## config.mk

```make
export PLATFORM = sky130hd
export DESIGN_NAME = bp_resolve_queue_flat
export DESIGN_NICKNAME = d
export VERILOG_FILES = /design/src/rtl/bp_pkg.sv /design/src/rtl/bp_resolve_queue_if.sv /design/src/rtl/bp_entry_fifo.sv /design/src/rtl/bp_resolve_queue.sv /design/src/flat_wrapper.sv
export SDC_FILE = /design/constraint.sdc
export NUM_CORES = 1
export LEC_CHECK = 0
export BUFFER_PORTS_ARGS = -buffer_cell sky130_fd_sc_hd__buf_2
export CORE_MARGIN = 2
export CORE_UTILIZATION = 48
export CTS_BUF_LIST = sky130_fd_sc_hd__clkbuf_8
export CTS_CLUSTER_SIZE = 28
export DETAILED_ROUTE_END_ITERATION = 8
export PLACE_DENSITY = 0.69
export SLEW_MARGIN = 0
export SYNTH_ARGS = -nofsm -noshare
export SYNTH_HDL_FRONTEND = slang
export SYNTH_SLANG_ARGS = --single-unit
```

## constraint.sdc

```tcl
create_clock -name clk -period 12.45 [get_ports clk]
set_clock_uncertainty 0.1 [all_clocks]
set_input_delay 0.6225 -clock clk [delete_from_list [all_inputs] [get_ports clk]]
set_output_delay 0.6225 -clock clk [all_outputs]
set_load 0.05 [all_outputs]
```

## src/rtl/bp_pkg.sv

```systemverilog
// bp_pkg: shared predictor widths and counter constants.
// Used by the bimodal predictor and bp_resolve_queue.
package bp_pkg;
   localparam int INDEX_BITS_DEF = 8;
   localparam int PC_W_DEF = 32;
   localparam logic [1:0] CTR_WNT = 2'b01;
   function automatic int entry_w(input int index_bits, input int pc_w);
      return index_bits + 1 + pc_w;
   endfunction
endpackage

```

## src/rtl/bp_resolve_queue_if.sv

```systemverilog
// bp_resolve_queue_if: fetch alloc, EX resolve, flush and PHT update/redirect signals.
// master drives alloc_*/resolve_*/flush; slave (the queue) drives
// alloc_ready, update_*, mispredict, redirect_pc, count and underflow.
interface bp_resolve_queue_if #(
   parameter int INDEX_BITS = 8,
   parameter int PC_W = 32,
   parameter int DEPTH = 4
);
   logic                    alloc_valid;
   logic [INDEX_BITS-1:0]   alloc_index;
   logic                    alloc_pred_taken;
   logic [PC_W-1:0]         alloc_fallthru_pc;
   logic                    alloc_ready;
   logic                    resolve_valid;
   logic                    resolve_taken;
   logic [PC_W-1:0]         resolve_target;
   logic                    flush;
   logic                    update_en;
   logic [INDEX_BITS-1:0]   update_index;
   logic                    update_taken;
   logic                    mispredict;
   logic [PC_W-1:0]         redirect_pc;
   logic [$clog2(DEPTH):0]  count;
   logic                    underflow;
   modport master (
      output alloc_valid, alloc_index, alloc_pred_taken, alloc_fallthru_pc,
             resolve_valid, resolve_taken, resolve_target, flush,
      input  alloc_ready, update_en, update_index, update_taken, mispredict,
             redirect_pc, count, underflow
   );
   modport slave (
      input  alloc_valid, alloc_index, alloc_pred_taken, alloc_fallthru_pc,
             resolve_valid, resolve_taken, resolve_target, flush,
      output alloc_ready, update_en, update_index, update_taken, mispredict,
             redirect_pc, count, underflow
   );
endinterface

```

## src/rtl/bp_entry_fifo.sv

```systemverilog
// bp_entry_fifo: circular buffer of in-flight branch entries.
// Ports: clk, reset; i_push/i_wdata write at tail (ignored when full);
// i_pop advances head (ignored when empty); i_clear empties the buffer
// and overrides push/pop; o_rdata is the head entry; o_count/o_full/o_empty status.
module bp_entry_fifo #(
   parameter int W = 41,
   parameter int DEPTH = 4
) (
   input  logic                   clk,
   input  logic                   reset,
   input  logic                   i_push,
   input  logic                   i_pop,
   input  logic                   i_clear,
   input  logic [W-1:0]           i_wdata,
   output logic [W-1:0]           o_rdata,
   output logic [$clog2(DEPTH):0] o_count,
   output logic                   o_full,
   output logic                   o_empty
);
   localparam int PW = $clog2(DEPTH);
   localparam int CW = PW + 1;
   logic [W-1:0]  r_mem [DEPTH];
   logic [PW-1:0] r_head;
   logic [PW-1:0] r_tail;
   logic [CW-1:0] r_count;
   logic          w_push;
   logic          w_pop;
   assign o_full  = r_count == CW'(DEPTH);
   assign o_empty = r_count == '0;
   assign w_push  = i_push && !o_full && !i_clear;
   assign w_pop   = i_pop && !o_empty && !i_clear;
   assign o_rdata = r_mem[r_head];
   assign o_count = r_count;
   always_ff @(posedge clk) begin
      if (reset || i_clear) begin
         r_head  <= '0;
         r_tail  <= '0;
         r_count <= '0;
      end else begin
         if (w_push) r_tail <= r_tail + 1'b1;
         if (w_pop) r_head <= r_head + 1'b1;
         r_count <= r_count + CW'(w_push) - CW'(w_pop);
      end
   end
   always_ff @(posedge clk)
      if (w_push) r_mem[r_tail] <= i_wdata;
endmodule

```

## src/rtl/bp_resolve_queue.sv

```systemverilog
// bp_resolve_queue: tracks predicted branches from IF until EX resolves them,
// then issues the registered PHT update and mispredict redirect.
// Ports: clk, reset (sync, active-high); bus (slave) carries the fetch
// allocation, EX resolution, flush, PHT update and redirect signals.
module bp_resolve_queue
   import bp_pkg::*;
#(
   parameter int INDEX_BITS = INDEX_BITS_DEF,
   parameter int PC_W = PC_W_DEF,
   parameter int DEPTH = 4
) (
   input logic              clk,
   input logic              reset,
   bp_resolve_queue_if.slave bus
);
   localparam int EW = entry_w(INDEX_BITS, PC_W);
   logic [EW-1:0]          w_head;
   logic [INDEX_BITS-1:0]  w_head_index;
   logic                   w_head_pred;
   logic [PC_W-1:0]        w_head_fpc;
   logic [$clog2(DEPTH):0] w_count;
   logic                   w_full;
   logic                   w_empty;
   logic                   w_resolve;
   logic                   w_mis;
   logic                   r_update_en;
   logic [INDEX_BITS-1:0]  r_update_index;
   logic                   r_update_taken;
   logic                   r_mispredict;
   logic [PC_W-1:0]        r_redirect_pc;
   logic                   r_underflow;
   assign {w_head_index, w_head_pred, w_head_fpc} = w_head;
   // flush suppresses resolution entirely; a mispredict clears all younger entries
   assign w_resolve = bus.resolve_valid && !w_empty && !bus.flush;
   assign w_mis     = w_resolve && (w_head_pred != bus.resolve_taken);
   bp_entry_fifo #(.W(EW), .DEPTH(DEPTH)) u_fifo (
      .clk     (clk),
      .reset   (reset),
      .i_push  (bus.alloc_valid),
      .i_pop   (w_resolve),
      .i_clear (bus.flush || w_mis),
      .i_wdata ({bus.alloc_index, bus.alloc_pred_taken, bus.alloc_fallthru_pc}),
      .o_rdata (w_head),
      .o_count (w_count),
      .o_full  (w_full),
      .o_empty (w_empty)
   );
   always_ff @(posedge clk) begin
      if (reset) begin
         r_update_en    <= 1'b0;
         r_update_index <= '0;
         r_update_taken <= 1'b0;
         r_mispredict   <= 1'b0;
         r_redirect_pc  <= '0;
         r_underflow    <= 1'b0;
      end else begin
         r_update_en  <= w_resolve;
         r_mispredict <= w_mis;
         if (w_resolve) begin
            r_update_index <= w_head_index;
            r_update_taken <= bus.resolve_taken;
         end
         if (w_mis) r_redirect_pc <= bus.resolve_taken ? bus.resolve_target : w_head_fpc;
         if (bus.resolve_valid && w_empty) r_underflow <= 1'b1;
      end
   end
   assign bus.alloc_ready  = !w_full;
   assign bus.update_en    = r_update_en;
   assign bus.update_index = r_update_index;
   assign bus.update_taken = r_update_taken;
   assign bus.mispredict   = r_mispredict;
   assign bus.redirect_pc  = r_redirect_pc;
   assign bus.count        = w_count;
   assign bus.underflow    = r_underflow;
endmodule

```

## src/flat_wrapper.sv

```systemverilog
// flat-port wrapper written by rule: the top's interface ports become plain ports
module bp_resolve_queue_flat import bp_pkg::*;
#(
   parameter int INDEX_BITS = INDEX_BITS_DEF,
   parameter int PC_W = PC_W_DEF,
   parameter int DEPTH = 4
)
  (clk, reset, bus_alloc_valid, bus_alloc_index, bus_alloc_pred_taken, bus_alloc_fallthru_pc, bus_resolve_valid, bus_resolve_taken, bus_resolve_target, bus_flush, bus_alloc_ready, bus_update_en, bus_update_index, bus_update_taken, bus_mispredict, bus_redirect_pc, bus_count, bus_underflow);
  bp_resolve_queue_if #(.INDEX_BITS(INDEX_BITS), .PC_W(PC_W), .DEPTH(DEPTH)) bus_i ();
  input logic clk;
  input logic reset;
  input wire logic [$bits(bus_i.alloc_valid)-1:0] bus_alloc_valid;
  input wire logic [$bits(bus_i.alloc_index)-1:0] bus_alloc_index;
  input wire logic [$bits(bus_i.alloc_pred_taken)-1:0] bus_alloc_pred_taken;
  input wire logic [$bits(bus_i.alloc_fallthru_pc)-1:0] bus_alloc_fallthru_pc;
  input wire logic [$bits(bus_i.resolve_valid)-1:0] bus_resolve_valid;
  input wire logic [$bits(bus_i.resolve_taken)-1:0] bus_resolve_taken;
  input wire logic [$bits(bus_i.resolve_target)-1:0] bus_resolve_target;
  input wire logic [$bits(bus_i.flush)-1:0] bus_flush;
  output wire logic [$bits(bus_i.alloc_ready)-1:0] bus_alloc_ready;
  output wire logic [$bits(bus_i.update_en)-1:0] bus_update_en;
  output wire logic [$bits(bus_i.update_index)-1:0] bus_update_index;
  output wire logic [$bits(bus_i.update_taken)-1:0] bus_update_taken;
  output wire logic [$bits(bus_i.mispredict)-1:0] bus_mispredict;
  output wire logic [$bits(bus_i.redirect_pc)-1:0] bus_redirect_pc;
  output wire logic [$bits(bus_i.count)-1:0] bus_count;
  output wire logic [$bits(bus_i.underflow)-1:0] bus_underflow;
  assign bus_i.alloc_valid = bus_alloc_valid;
  assign bus_i.alloc_index = bus_alloc_index;
  assign bus_i.alloc_pred_taken = bus_alloc_pred_taken;
  assign bus_i.alloc_fallthru_pc = bus_alloc_fallthru_pc;
  assign bus_i.resolve_valid = bus_resolve_valid;
  assign bus_i.resolve_taken = bus_resolve_taken;
  assign bus_i.resolve_target = bus_resolve_target;
  assign bus_i.flush = bus_flush;
  assign bus_alloc_ready = bus_i.alloc_ready;
  assign bus_update_en = bus_i.update_en;
  assign bus_update_index = bus_i.update_index;
  assign bus_update_taken = bus_i.update_taken;
  assign bus_mispredict = bus_i.mispredict;
  assign bus_redirect_pc = bus_i.redirect_pc;
  assign bus_count = bus_i.count;
  assign bus_underflow = bus_i.underflow;
  bp_resolve_queue #(.INDEX_BITS(INDEX_BITS), .PC_W(PC_W), .DEPTH(DEPTH)) u_core (.clk(clk), .reset(reset), .bus(bus_i));
endmodule
```

==> flow_summary.json <==
{
  "gp_routability_congestion": 0.7496,
  "cp-endpoint": "u_core.u_fifo.o_count[2]",
  "slew_violations": 0,
  "postCtsSetupBuffers": 0,
  "worst-r2r-cell-count": 11,
  "timing_hold_violations_final": 0,
  "dieArea_sq_um": 17980,
  "syn2layout_area_growth_pct": 18.84,
  "cts_resized": 0,
  "fin_tns_setup_ns": 0,
  "hp-class": "in2reg",
  "die_h_um": 134.1,
  "ios": 127,
  "ys_ff_latch": 217,
  "grt_pass1_vias": 4771,
  "yosysWarnings": 0,
  "setup_viol_count_final": 0,
  "core_sq_um": 16580,
  "layout_common_cells": "edfxtp_1, buf_2, dfxtp_1, mux4_2, clkbuf_8",
  "port_buffers": 126,
  "seqCellArea_sq_um": 5991,
  "r2r_slack_ns": 8.55,
  "worst_skew_pair.late_latency_ns": 0.52,
  "path_clk_slew_ns": 0.06,
  "numClockSinks": 217,
  "ys_seq_area_frac": 0.7368,
  "period_needed_ns": 3.899,
  "hold_buffers": 0,
  "netlist_instances": 423,
  "drt_iter0_drc": 217,
  "worstSetupPathType": "reg2reg",
  "drt_wl_total_mm": 15.87,
  "max_slew_margin": 0.2687,
  "start_util": 0.4899,
  "worstPathRequired_ns": 12.75,
  "via_per_inst": 5.301,
  "grt_usage": 0.1841,
  "maxCapViolCount": 0,
  "cts-root-buf": "clkbuf_8",
  "synth_top_area_frac": 0.6062,
  "tritoncts": "done",
  "multi_input_area_sq_um": 2036,
  "tightest_slew_ns": 1.097,
  "cts_buffers": 36,
  "grt_pass1_wl_mm": 24.92,
  "vias": 4331,
  "drc": 0,
  "dp_hpwl_mm": 10.05,
  "r2r_end": "u_core.u_fifo.o_count[2]",
  "grt_overflow": 0,
  "final_layout_size_suffix_gt1_frac": 0.3809,
  "ir_drop_mv": 0.09486,
  "synth_nets": 509,
  "h-tree-depth": 2,
  "fin_total_pwr_mw": 1.410,
  "arrival_ns": 4.20,
  "p_per_area_nw_per_um2": 146.1,
  "die-width_um": 134.1,
  "synth_area_sq_um": 8124,
  "num_rows": 47,
  "final_nets": 654,
  "hold_path_depth": 1,
  "first_pass_iters": 4,
  "post-route-period-util": 0.3131,
  "end_kind": "flip-flop",
  "synth_top_cells_by_area": "edfxtp_1, dfxtp_1, mux4_2",
  "fillers": 1311,
  "status": "complete, no violations",
  "clockBufferDepth": 3,
  "yosysUniqueCellTypes": 28,
  "grt_setup_unrepaired": "false",
  "ant_nets": 0,
  "postSynthAreaPerCell_sq_um": 19.21,
  "grt_antenna_before_repair": 3,
  "grt_max_degree": 42,
  "cp_max_fo": 41,
  "mostFrequentLayoutCell": "edfxtp_1",
  "fmax_mhz": 256.5,
  "synth_top_area_cell": "edfxtp_1",
  "p_leak_nw": 3.494,
  "wl_per_cell_um": 19.43,
  "cp-start-kind": "flip-flop"
}
-- state kept, by name (all words and copies together) (netlist names), named ones only --
| register | count |
|---|---|
| u_core.u_fifo.r_mem | 164 |
| u_core.bus.redirect_pc | 32 |
| u_core.bus.update_index | 8 |
| u_core.u_fifo.o_count | 3 |
| u_core.u_fifo.r_head | 2 |
| u_core.u_fifo.r_tail | 2 |
| u_core.bus.mispredict | 1 |
| u_core.bus.underflow | 1 |
| u_core.bus.update_en | 1 |
| u_core.bus.update_taken | 1 |
-- power breakdown --
part           leakage [nW]  switching (mW)  internal [mW]
clock                 0.374           0.263          0.289
combinational          1.20          0.0382         0.0257
sequential             1.92         0.00386          0.790
total                  3.49           0.305           1.11
-- area by class of cell --
cell class	instances	area share
inverters	6	0.002333
repair buffers	132	0.06998
clock buffers	39	0.05560
diodes	1	0.0002592
multi-input cells	175	0.2109
well taps	220	0.02851
flip-flops and latches	217	0.6205
clock inverters	27	0.01192
-- worst max-delay path, stage by stage (launching register included) --
cell	delay, ns
dfxtp_4	0.91
mux4_2	0.61
xor2_1	0.22
and2_4	0.30
or3_1	0.36
ha_1	0.28
inv_1	0.04
ha_1	0.18
fa_1	0.38
xnor2_1	0.19
xnor2_1	0.14
nor3_1	0.06
-- kinds of logic after synthesis --
| family | after synthesis | share of synthesized area |
|---|---|---|
| XOR/XNOR | 5 | 0.005390 |
| flip-flops | 217 | 0.7368 |
| AO/OA/AOI/OAI | 45 | 0.04297 |
| buffers and inverters | 31 | 0.01786 |
| AND/OR/NAND/NOR | 44 | 0.03096 |
| multiplexers | 74 | 0.1543 |
| adder cells (fa/ha/maj) | 7 | 0.01170 |
-- synth_stat cells --
cell / count
nor4b_2: 4
dfxtp_1: 53
mux2i_1: 33
xor2_1: 1
clkbuf_2: 1
or2_2: 2
xnor2_1: 4
nand2_1: 21
buf_2: 7
inv_1: 6
a21oi_2: 1
buf_1: 5
mux4_2: 41
and2_4: 1
or3b_2: 1
nor3b_1: 3
clkbuf_1: 8
buf_4: 3
fa_1: 1
edfxtp_1: 164
nor2_1: 3
buf_6: 1
a21oi_1: 12
nand2b_1: 1
nor3_1: 6
or3_1: 2
ha_1: 6
o2bb2ai_1: 32
-- worst min path at each step --
stage                                from                    endpoint
3_3_place_gp   u_core.bus.redirect_pc[10]  u_core.bus.redirect_pc[10]
6_report        bus_alloc_fallthru_pc[17]  u_core.u_fifo.r_mem[3][17]
3_5_place_dp    u_core.bus.redirect_pc[7]   u_core.bus.redirect_pc[7]
2_1_floorplan     u_core.u_fifo.r_head[0]                   flip-flop
4_1_cts         bus_alloc_fallthru_pc[17]  u_core.u_fifo.r_mem[3][17]
5_1_grt                bus_alloc_index[3]  u_core.u_fifo.r_mem[1][36]
-- stage by stage --
stage          instance area [sq um]  std cells  hold slack (ns)  worst slack, ns  utilization
2_1_floorplan                   8124        423           0.3623            8.018            -
3_3_place_gp                    9000        750           0.3384            8.557       0.5427
3_5_place_dp                    9000        750           0.3425            8.482       0.5427
4_1_cts                         9652        816           0.1903            8.468       0.5820
5_1_grt                         9652        816           0.1986            8.269       0.5820
6_report                        9654        817           0.2247            8.551       0.5822
-- metal layers --
layer,part of all wire,vias up,wire (um),global-route usage
met4,0.018,4,285,0.06199
met3,0.051,28,808,0.04913
li1,-,1993,-,-
met1,0.40,2179,6274,0.2116
met5,0.0016,-,26,0
met2,0.53,127,8477,0.3342
No activity file was read; power rests on OpenSTA's default activity.
